File: src/rtl/entity_vector_sequencer.sv
// Walks each active entity's vector ROM point list and drives the XY beam DAC, one frame per frame_start.
// Optional cursor slot (slot 4, always active) is compiled in with `define CURSOR_DRAW_EN.
//
// state  | meaning
// IDLE   | waiting for frame_start
// LATCH  | snapshot all entity inputs, slot <= 0
// SLOT   | skip inactive slot or load sprite start address
// REQ    | ROM read strobe at ptr
// WAIT   | ROM word arrives; compute, clamp and load beam outputs
// DWELL  | hold point for DWELL_CYCLES cycles, then next point or next slot
// NEXT   | beam off, advance slot
// DONE   | frame_done pulse
module entity_vector_sequencer #(
  parameter int OUT_WIDTH = 8,
  parameter int ADDRESSWIDTH = 16,
  parameter int FRAME_MIN = 0,
  parameter int FRAME_MAX = 255,
  parameter int DWELL_CYCLES = 4,
  parameter int MAX_POINTS = 64,
  parameter logic [ADDRESSWIDTH-1:0] ADR_MISSILE = 16'h0000
`ifdef CURSOR_DRAW_EN
  , parameter logic [ADDRESSWIDTH-1:0] ADR_CURSOR = 16'h0000
`endif
) (
  input  logic                      clk,
  input  logic                      rst,
  input  logic                      frame_start,
  input  logic [OUT_WIDTH-1:0]      xenemy1,
  input  logic [OUT_WIDTH-1:0]      yenemy1,
  input  logic [OUT_WIDTH-1:0]      xenemy2,
  input  logic [OUT_WIDTH-1:0]      yenemy2,
  input  logic [OUT_WIDTH-1:0]      xenemy3,
  input  logic [OUT_WIDTH-1:0]      yenemy3,
  input  logic                      spawn_enemy1,
  input  logic                      spawn_enemy2,
  input  logic                      spawn_enemy3,
  input  logic [ADDRESSWIDTH-1:0]   adr_enemy1,
  input  logic [ADDRESSWIDTH-1:0]   adr_enemy2,
  input  logic [ADDRESSWIDTH-1:0]   adr_enemy3,
  input  logic [OUT_WIDTH-1:0]      x_missile,
  input  logic [OUT_WIDTH-1:0]      y_missile,
  input  logic                      spawn_missile,
  output logic [ADDRESSWIDTH-1:0]   rom_adr,
  output logic                      rom_en,
  input  logic [2*OUT_WIDTH+1:0]    rom_data,
  output logic [OUT_WIDTH-1:0]      x_out,
  output logic [OUT_WIDTH-1:0]      y_out,
  output logic                      beam_on,
  output logic                      busy,
  output logic                      frame_done
`ifdef CURSOR_DRAW_EN
  , input logic [OUT_WIDTH-1:0]     xcursor,
  input  logic [OUT_WIDTH-1:0]      ycursor
`endif
);

`ifdef CURSOR_DRAW_EN
  localparam int NSLOTS = 5;
`else
  localparam int NSLOTS = 4;
`endif
  localparam int W2 = OUT_WIDTH + 2;
  localparam int SW = $clog2(NSLOTS);
  localparam int DW = (DWELL_CYCLES > 1) ? $clog2(DWELL_CYCLES) : 1;
  localparam int PW = $clog2(MAX_POINTS + 1);
  localparam logic [SW-1:0] SLOT_LAST = SW'(NSLOTS - 1);
  localparam logic [DW-1:0] DWELL_LOAD = DW'(DWELL_CYCLES - 1);
  localparam logic [PW-1:0] PT_LAST = PW'(MAX_POINTS - 1);
  localparam logic signed [W2-1:0] MIN_S = W2'(FRAME_MIN);
  localparam logic signed [W2-1:0] MAX_S = W2'(FRAME_MAX);

  typedef enum logic [2:0] {
    S_IDLE, S_LATCH, S_SLOT, S_REQ, S_WAIT, S_DWELL, S_NEXT, S_DONE
  } state_t;

  state_t state, state_nxt;

  logic [OUT_WIDTH-1:0]    in_x [NSLOTS];
  logic [OUT_WIDTH-1:0]    in_y [NSLOTS];
  logic [ADDRESSWIDTH-1:0] in_adr [NSLOTS];
  logic [NSLOTS-1:0]       in_spawn;

  logic [OUT_WIDTH-1:0]    snap_x [NSLOTS];
  logic [OUT_WIDTH-1:0]    snap_y [NSLOTS];
  logic [ADDRESSWIDTH-1:0] snap_adr [NSLOTS];
  logic [NSLOTS-1:0]       snap_spawn;

  logic [SW-1:0]           slot;
  logic [ADDRESSWIDTH-1:0] ptr;
  logic [PW-1:0]           pt_cnt;
  logic [DW-1:0]           dwell_cnt;
  logic                    last_q;

  logic [OUT_WIDTH-1:0]    dx, dy;
  logic signed [W2-1:0]    sum_x, sum_y;
  logic                    dwell_tc, sprite_end;

  always_comb begin
    in_x[0] = xenemy1;  in_y[0] = yenemy1;  in_adr[0] = adr_enemy1;
    in_x[1] = xenemy2;  in_y[1] = yenemy2;  in_adr[1] = adr_enemy2;
    in_x[2] = xenemy3;  in_y[2] = yenemy3;  in_adr[2] = adr_enemy3;
    in_x[3] = x_missile; in_y[3] = y_missile; in_adr[3] = ADR_MISSILE;
`ifdef CURSOR_DRAW_EN
    in_x[4] = xcursor;  in_y[4] = ycursor;  in_adr[4] = ADR_CURSOR;
    in_spawn = {1'b1, spawn_missile, spawn_enemy3, spawn_enemy2, spawn_enemy1};
`else
    in_spawn = {spawn_missile, spawn_enemy3, spawn_enemy2, spawn_enemy1};
`endif
  end

  function automatic logic [OUT_WIDTH-1:0] clamp(input logic signed [W2-1:0] v);
    if (v < MIN_S) return MIN_S[OUT_WIDTH-1:0];
    if (v > MAX_S) return MAX_S[OUT_WIDTH-1:0];
    return v[OUT_WIDTH-1:0];
  endfunction

  // ROM word is {dx, dy, beam, last}; anchors are unsigned, offsets signed
  assign dx    = rom_data[2*OUT_WIDTH+1:OUT_WIDTH+2];
  assign dy    = rom_data[OUT_WIDTH+1:2];
  assign sum_x = $signed({2'b00, snap_x[slot]}) + $signed({{2{dx[OUT_WIDTH-1]}}, dx});
  assign sum_y = $signed({2'b00, snap_y[slot]}) + $signed({{2{dy[OUT_WIDTH-1]}}, dy});

  assign dwell_tc   = (dwell_cnt == '0);
  assign sprite_end = last_q || (pt_cnt == PT_LAST);

  always_ff @(posedge clk or negedge rst) begin
    if (!rst) state <= S_IDLE;
    else      state <= state_nxt;
  end

  always_comb begin
    state_nxt  = state;
    rom_en     = 1'b0;
    rom_adr    = '0;
    busy       = (state != S_IDLE);
    frame_done = 1'b0;
    case (state)
      S_IDLE:  if (frame_start) state_nxt = S_LATCH;
      S_LATCH: state_nxt = S_SLOT;
      S_SLOT:  state_nxt = snap_spawn[slot] ? S_REQ : S_NEXT;
      S_REQ: begin
        rom_en    = 1'b1;
        rom_adr   = ptr;
        state_nxt = S_WAIT;
      end
      S_WAIT:  state_nxt = S_DWELL;
      S_DWELL: if (dwell_tc) state_nxt = sprite_end ? S_NEXT : S_REQ;
      S_NEXT:  state_nxt = (slot == SLOT_LAST) ? S_DONE : S_SLOT;
      S_DONE: begin
        frame_done = 1'b1;
        state_nxt  = S_IDLE;
      end
      default: state_nxt = S_IDLE;
    endcase
  end

  always_ff @(posedge clk or negedge rst) begin
    if (!rst) begin
      for (int i = 0; i < NSLOTS; i++) begin
        snap_x[i]   <= '0;
        snap_y[i]   <= '0;
        snap_adr[i] <= '0;
      end
      snap_spawn <= '0;
      slot       <= '0;
      ptr        <= '0;
      pt_cnt     <= '0;
      dwell_cnt  <= '0;
      last_q     <= 1'b0;
      x_out      <= '0;
      y_out      <= '0;
      beam_on    <= 1'b0;
    end else begin
      case (state)
        S_LATCH: begin
          snap_x     <= in_x;
          snap_y     <= in_y;
          snap_adr   <= in_adr;
          snap_spawn <= in_spawn;
          slot       <= '0;
        end
        S_SLOT: begin
          if (snap_spawn[slot]) begin
            ptr    <= snap_adr[slot];
            pt_cnt <= '0;
          end
        end
        S_WAIT: begin
          x_out     <= clamp(sum_x);
          y_out     <= clamp(sum_y);
          beam_on   <= rom_data[1];
          last_q    <= rom_data[0];
          dwell_cnt <= DWELL_LOAD;
        end
        S_DWELL: begin
          if (dwell_tc) begin
            beam_on <= 1'b0;
            if (!sprite_end) begin
              ptr    <= ptr + 1'b1;
              pt_cnt <= pt_cnt + 1'b1;
            end
          end else begin
            dwell_cnt <= dwell_cnt - 1'b1;
          end
        end
        S_NEXT: begin
          beam_on <= 1'b0;
          slot    <= slot + 1'b1;
        end
        S_DONE:  beam_on <= 1'b0;
        default: ;
      endcase
    end
  end

endmodule

File: config.mk
export PLATFORM = sky130hd
export DESIGN_NAME = entity_vector_sequencer
export DESIGN_NICKNAME = d
export VERILOG_FILES = /design/src/rtl/entity_vector_sequencer.sv
export SDC_FILE = /design/constraint.sdc
export NUM_CORES = 1
export LEC_CHECK = 0
export BUFFER_PORTS_ARGS = -buffer_cell sky130_fd_sc_hd__clkbuf_2
export CAP_MARGIN = 30
export CORE_UTILIZATION = 50
export CTS_CLUSTER_DIAMETER = 60
export DETAILED_ROUTE_END_ITERATION = 8
export HOLD_SLACK_MARGIN = 0.02
export PLACE_DENSITY = 0.77
export SETUP_SLACK_MARGIN = 0.3
export SLEW_MARGIN = 20
export SYNTH_ARGS = -nofsm -noshare
export SYNTH_HDL_FRONTEND = slang
export SYNTH_SLANG_ARGS = --single-unit
File: constraint.sdc
create_clock -name clk -period 3.5 [get_ports clk]
set_clock_uncertainty 0.05 [all_clocks]
set_input_delay 0 -clock clk [delete_from_list [all_inputs] [get_ports clk]]
set_output_delay 0 -clock clk [all_outputs]
set_load 0.01 [all_outputs]
* Word-level counts from Yosys, hierarchy flattened
Cells that the tools add are included.
** Storage, ports and cells
- Register bits after elaboration :: 164
- Bits of input ports :: 137
- Logic and storage cells :: 112
** Operators by class
- Add/subtract/negate cells :: 6
- Order comparisons :: 6
- Eq/ne operators :: 14
- Multiplexer cells :: 51
- Bitwise logic cells :: 1
- Reductions and logical operators :: 13
** Operator list (count)
- 2-to-1 mux 16 bit :: 6
- 2-to-1 mux 8 bit :: 12
- binary-select mux 16 bit (select 2 bit) :: 1
- binary-select mux 8 bit (select 2 bit) :: 2
- case mux 16 bit (2 select lines) :: 1
- case mux 3 bit (8 select lines) :: 1
- 2-to-1 mux 7 bit :: 3
- adder 9 x 8 -> 10 bit :: 2
- > comparator 10 x 9 -> 1 bit (second input constant) :: 2
- < comparator 10 x 1 -> 1 bit (second input constant) :: 2
- adder 16 x 1 -> 16 bit (second input constant) :: 1
- 2-to-1 mux 3 bit :: 5
- 2-to-1 mux 1 bit :: 14
- case mux 7 bit (2 select lines) :: 1
- == test 3 bit (second input constant) :: 4
- != test 2 bit (second input constant) :: 5
- case mux 2 bit (2 select lines) :: 2
- adder 7 x 1 -> 7 bit (second input constant) :: 1
- == test 7 x 6 -> 1 bit (second input constant) :: 1
- == test 3 x 2 -> 1 bit (second input constant) :: 2
- AND reduction 2 bit :: 3
- nonzero test 2 bit :: 3
- nonzero test 3 bit :: 2
- AND reduction 4 bit :: 1
- 14 further kinds :: 14

* Longest topological paths before layout
- Depth after elaboration :: 12
- Gate-level depth with buffers :: 13
- Depth with buffers taken out :: 10

* Worst setup path before layout
No wires, ideal clock.
- Path kind :: flip-flop to flip-flop
- Start :: reg slot[1]
- End :: reg x_out[1]
- Arrival time :: 3.162 ns
- Path slack :: 0.125 ns
- Cell stages (with the launch flop) :: 14
- Buffers on the path :: 3
- Clock period less this slack :: 3.375 ns
- Cells stage by stage :: dfrtp_1 buf_2 buf_1 buf_1 mux4_2 ha_1 inv_1 fa_1 nor2b_1 o31ai_1 a211o_1 o2111a_1 a21oi_1 o311ai_0
** Between the ends
- Cells in the longest elaborated chain, start to end :: 11
- Elaborated cells between the ends (all ways) :: 15
- Those cells by class :: 1 x add/sub; 2 x order compare; 11 x mux; 1 x bitwise
** Ends and longest elaborated chain
- start: declaration :: line 88 : logic [SW-1:0] slot;
- start signal: assignment :: line 208 : slot <= slot + 1'b1;
- inverter 2 -> 3 bit (not written as such) * :: line 120 : assign sum_x = $signed({2'b00, snap_x[slot]}) + $signed({{2{dx[OUT_WIDTH-1]}}, dx});
- binary-select mux 8 bit (select 2 bit) * :: line 120
- 2-to-1 mux 8 bit (not written as such) * (2 in a row) :: line 120
- adder 9 x 8 -> 10 bit * :: line 120
- > comparator 10 x 9 -> 1 bit :: line 113 : if (v > MAX_S) return MAX_S[OUT_WIDTH-1:0];
- 2-to-1 mux 1 bit (2 in a row) :: line 113
- 2-to-1 mux 1 bit :: line 174 : case (state)
- 2-to-1 mux 8 bit :: line 114 : return v[OUT_WIDTH-1:0];
- 2-to-1 mux 8 bit * :: line 113
- end signal: assignment :: line 189 : x_out <= clamp(sum_x);
- end: declaration :: line 46 : output logic [OUT_WIDTH-1:0] x_out,
Mark *: on every way between the ends. The rest lies on a longest branch, timed or not. The select of a mux whose other input is x is not followed.
A chain may end at the register's enable or synchronous reset.

* Worst setup path in the final report
- Start :: reg slot[0]
- End :: reg y_out[5]
** Between the ends
- Cells in the longest elaborated chain, start to end :: 11
- Elaborated cells between the ends (all ways) :: 15
- Those cells by class :: 1 x add/sub; 2 x order compare; 11 x mux; 1 x bitwise
** Ends and longest elaborated chain
- inverter 2 -> 3 bit (not written as such) * :: line 121 : assign sum_y = $signed({2'b00, snap_y[slot]}) + $signed({{2{dy[OUT_WIDTH-1]}}, dy});
- binary-select mux 8 bit (select 2 bit) * :: line 121
- 2-to-1 mux 8 bit (not written as such) * (2 in a row) :: line 121
- adder 9 x 8 -> 10 bit * :: line 121
- > comparator 10 x 9 -> 1 bit :: line 113
- 2-to-1 mux 1 bit (2 in a row) :: line 113
- 2-to-1 mux 1 bit :: line 174
- 2-to-1 mux 8 bit :: line 114
- 2-to-1 mux 8 bit * :: line 113
- end signal: assignment :: line 190 : y_out <= clamp(sum_y);
- end: declaration :: line 47 : output logic [OUT_WIDTH-1:0] y_out,
Marks and branches as above.

==> impl_metrics.env <==
export IMPL_outcome="finished clean"
export IMPL_required_ns=3.73
export IMPL_grt_overflow=0
export IMPL_crit_top_cell="a21oi_1"
export IMPL_initial_utilization_pct=52.0
export IMPL_first_global_vias=7264
export IMPL_synth_largest_type_area_fraction_pct=49.0
export IMPL_routed_len_inst_um=18.5
export IMPL_floorplan_die_area_mm2=0.0173
export IMPL_number_of_i_o_port_buffers=172
export IMPL_postSynthRegisterBits=164
export IMPL_timing_hold_violations_final=0
export IMPL_tritoncts="yes"
export IMPL_timing_worst_slew_pin_value_ns=0.877
export IMPL_grt_max_degree=96
export IMPL_core_mm2=0.0161
export IMPL_crit_arrival_ns=3.29
export IMPL_number_of_vias_after_detailed_routing=6905
export IMPL_synth_cell_types=57
export IMPL_hpwl_um=13600
export IMPL_critPathCaptureType="flip-flop"
export IMPL_die_width_um=131
export IMPL_instance_area_at_placement_mm2=0.00942
export IMPL_synth_enable_flop_cells=0
export IMPL_peakVddDrop_mv=0.500
export IMPL_nets=1168
export IMPL_rr_endpoint="y_out[5]$_DFFE_PN0P_"
export IMPL_critical_path_startpoint_type="flip-flop"
export IMPL_synthesis_area_per_instance_um2=11.6
export IMPL_final_setup_tns_ns=0
export IMPL_final_setup_viol_count=0
export IMPL_timing_critical_path_buf_inv=0
export IMPL_critical_path_max_stage_delay_ns=0.55
export IMPL_netlist_top_cells_area="dfrtp_1, mux2_2, mux4_2, ha_1, a21oi_1"
export IMPL_grt_antenna_before_repair=1
export IMPL_power_density_mw_per_mm2=869
export IMPL_die_h_um=131
export IMPL_slew_limit_headroom_pct=41.5
export IMPL_synth_top_area_cell="dfrtp_1"
export IMPL_gate_family_responsible_for_the_most_delay_along_the_worst_path="compound AO/OA/AOI/OAI gates"
export IMPL_io_pin_count=173
export IMPL_clk_root_buffer_cell="clkbuf_16"
export IMPL_rows=46
export IMPL_timing_max_cap_violations=0
export IMPL_instance_count_of_the_mapped_netlist=721
export IMPL_post_route_cell_area_mm2=0.0113
export IMPL_p_leak_uw=0.00509
export IMPL_critical_path_slowest_cell="dfrtp_4"
export IMPL_final_period_minus_worst_setup_slack_ns=3.05
export IMPL_timing_fmax_mhz=328
export IMPL_clock_sink_count=164
export IMPL_clkSlewWorstSetupHoldPaths_ns=0.06
export IMPL_share_of_the_clock_period_used_by_the_worst_path_pct=87.2
export IMPL_detailedRoute_firstIterationViolations=441
export IMPL_total_cts_buffers=17
export IMPL_commonest_register_cell_after_synthesis="dfrtp_1"
export IMPL_postRouteAntennaNets=0
export IMPL_r2r_worst_path_cells=8
export IMPL_crit_fanout=11
export IMPL_detail_route_wirelength_um=22900
export IMPL_drt_pass1_iterations=5
export IMPL_report_final_slew_viol_count=0
export IMPL_crit_reg2reg_launch="slot[0]$_DFFE_PN0P_"
export IMPL_seq_area_frac_synth_pct=49.0
export IMPL_syn_to_final_growth_pct=35.1
export IMPL_syn_cell_area_mm2=0.00838
export IMPL_setup_reg_to_reg_worst_slack_ns=0.45
export IMPL_setup_worst_path_class="flip-flop to flip-flop"
export IMPL_critical_path_cell_chain="mux4_2 -> ha_1 -> a21o_1 -> a21oi_1 -> a21oi_1 -> o211a_1 -> nor2_1 -> a22oi_1"
export IMPL_dr_vias_cell=5.58
export IMPL_route_detailed_drc=0
export IMPL_rsz0062_at_grt="yes"
export IMPL_gp_congestion=0.827
export IMPL_worstSetupEndpoint="y_out[5]$_DFFE_PN0P_"
export IMPL_layout_drive_gt1_share_pct=35.9
export IMPL_clock_tree_buffer_depth=2
export IMPL_synth_yosys_warnings=0
export IMPL_htree_num_levels=4
export IMPL_grt_pass1_wl_um=36700
export IMPL_utilization_pct=70.3
export IMPL_synth_net_count=882
export IMPL_postSynth_asyncResetShare_pct=100
export IMPL_timing_critical_path_depth=8
export IMPL_crit_path_start="slot[0]$_DFFE_PN0P_"
export IMPL_holdCritPathClass="input pin to flip-flop"
export IMPL_worst_skew_pair_late_latency_ns=0.43
export IMPL_groute_usage_overall_pct=26.9
worst register-to-register path, stage by stage, from the launching register on:
cell and delay (ns):
dfrtp_4 0.55, mux4_2 0.53, ha_1 0.36, a21o_1 0.21, a21oi_1 0.23, a21oi_1 0.19, o211a_1 0.30, nor2_1 0.34
a22oi_1 0.15
stage by stage:
stage	setup slack (ns)	std cells	hold slack, ns	power (uW)
finish	0.448	1237	0.0629	9850
global route	0.238	1237	0.0922	10500
CTS	0.349	1233	0.0446	9640
detailed placement	0.126	1077	0.0948	7620
global placement	0.246	1077	0.0964	7480
floorplan	0.348	721	-0.346	6560
cell usage after synthesis, drive strengths merged, types with 8 or more instances:
master,n
dfrtp,164
a21oi,43
nor2,38
buf,15
mux2i,18
nor3,9
nand2,53
nand3,11
xor2,8
o21ai,35
ha,22
inv,16
mux4,17
clkbuf,28
mux2,117
and2,20
a31oi,13
layer usage:
layer	track usage (%)	vias to the layer above	wire length [um]
met1	34.4	3421	9580
met2	44.9	234	11500
met4	12.2	0	750
met3	4.44	62	1050
li1	-	3188	-
met5	0	-	0
cells in the final DEF, fill, tap and decap left out, drive strengths merged, types with 7 or more instances in the layout:
cell	Yosys	final
a211oi	7	7
a21oi	43	43
a31oi	13	13
and2	20	20
buf	15	15
clkbuf	28	192
dfrtp	164	164
dlygate4sd3	0	124
ha	22	22
inv	16	17
mux2	117	117
mux2i	18	18
mux4	17	17
nand2	53	53
nand3	11	11
nor2	38	38
nor2b	7	7
nor3	9	9
o21ai	35	35
xor2	8	8
flip-flops by register name, indices dropped and copies added, names as in the netlist:
name / count
slot: 2
snap_y: 32
beam_on: 1
state: 3
ptr: 16
y_out: 8
pt_cnt: 7
x_out: 8
snap_x: 32
snap_spawn: 4
last_q: 1
dwell_cnt: 2
snap_adr: 48
logic make-up (layout without fill, tap and decap cells):
family | Yosys count | in the layout | share of synthesized area, %
adder cells (fa/ha/maj) | 24 | 24 | 3.76
flip-flops | 164 | 164 | 49.0
other | 0 | 1 | 0
AND/OR/NAND/NOR | 164 | 164 | 9.60
XOR/XNOR | 13 | 13 | 1.36
AO/OA/AOI/OAI | 145 | 145 | 10.8
buffers and inverters | 59 | 358 | 3.08
multiplexers | 152 | 152 | 22.4
power by group:
group	total, uW	switching [uW]	internal, uW
Combinational	4490	2200	2280
Clock	1870	794	1070
Sequential	3490	683	2810
Total	9850	3680	6170
worst min-delay path by stage:
stage                start                      to  slack (ns)  cells past startpoint
6_report       rom_data[9]    y_out[1]$_DFFE_PN0P_        0.06                      4
2_1_floorplan          rst     beam_on$_DFFE_PN0P_       -0.35                      0
3_5_place_dp           rst  snap_y[28]$_DFFE_PN0P_        0.09                      1
5_1_grt        rom_data[9]    y_out[7]$_DFFE_PN0P_        0.09                      4
3_3_place_gp           rst  snap_y[12]$_DFFE_PN0P_         0.1                      1
4_1_cts        rom_data[9]    y_out[7]$_DFFE_PN0P_        0.04                      4
area by class of cell:
cell class	count	area, um2
Fill cell	1127	4790
Sequential cell	164	4110
Multi-Input combinational cell	498	4080
Timing Repair Buffer	310	2230
Clock buffer	21	450
Tap cell	216	270
Clock inverter	11	129
Inverter	16	60.1
Antenna cell	1	2.50
timing repair:
item | CTS | global route
endpoints found under the hold margin | 215 | 0
buffers inserted | 0 | 3
resized for setup | 3 | 8
endpoints found under the setup margin | 16 | 16
pin swaps | 0 | 1
hold buffers | 124 | 0
Power figures use the tool's default switching activity.
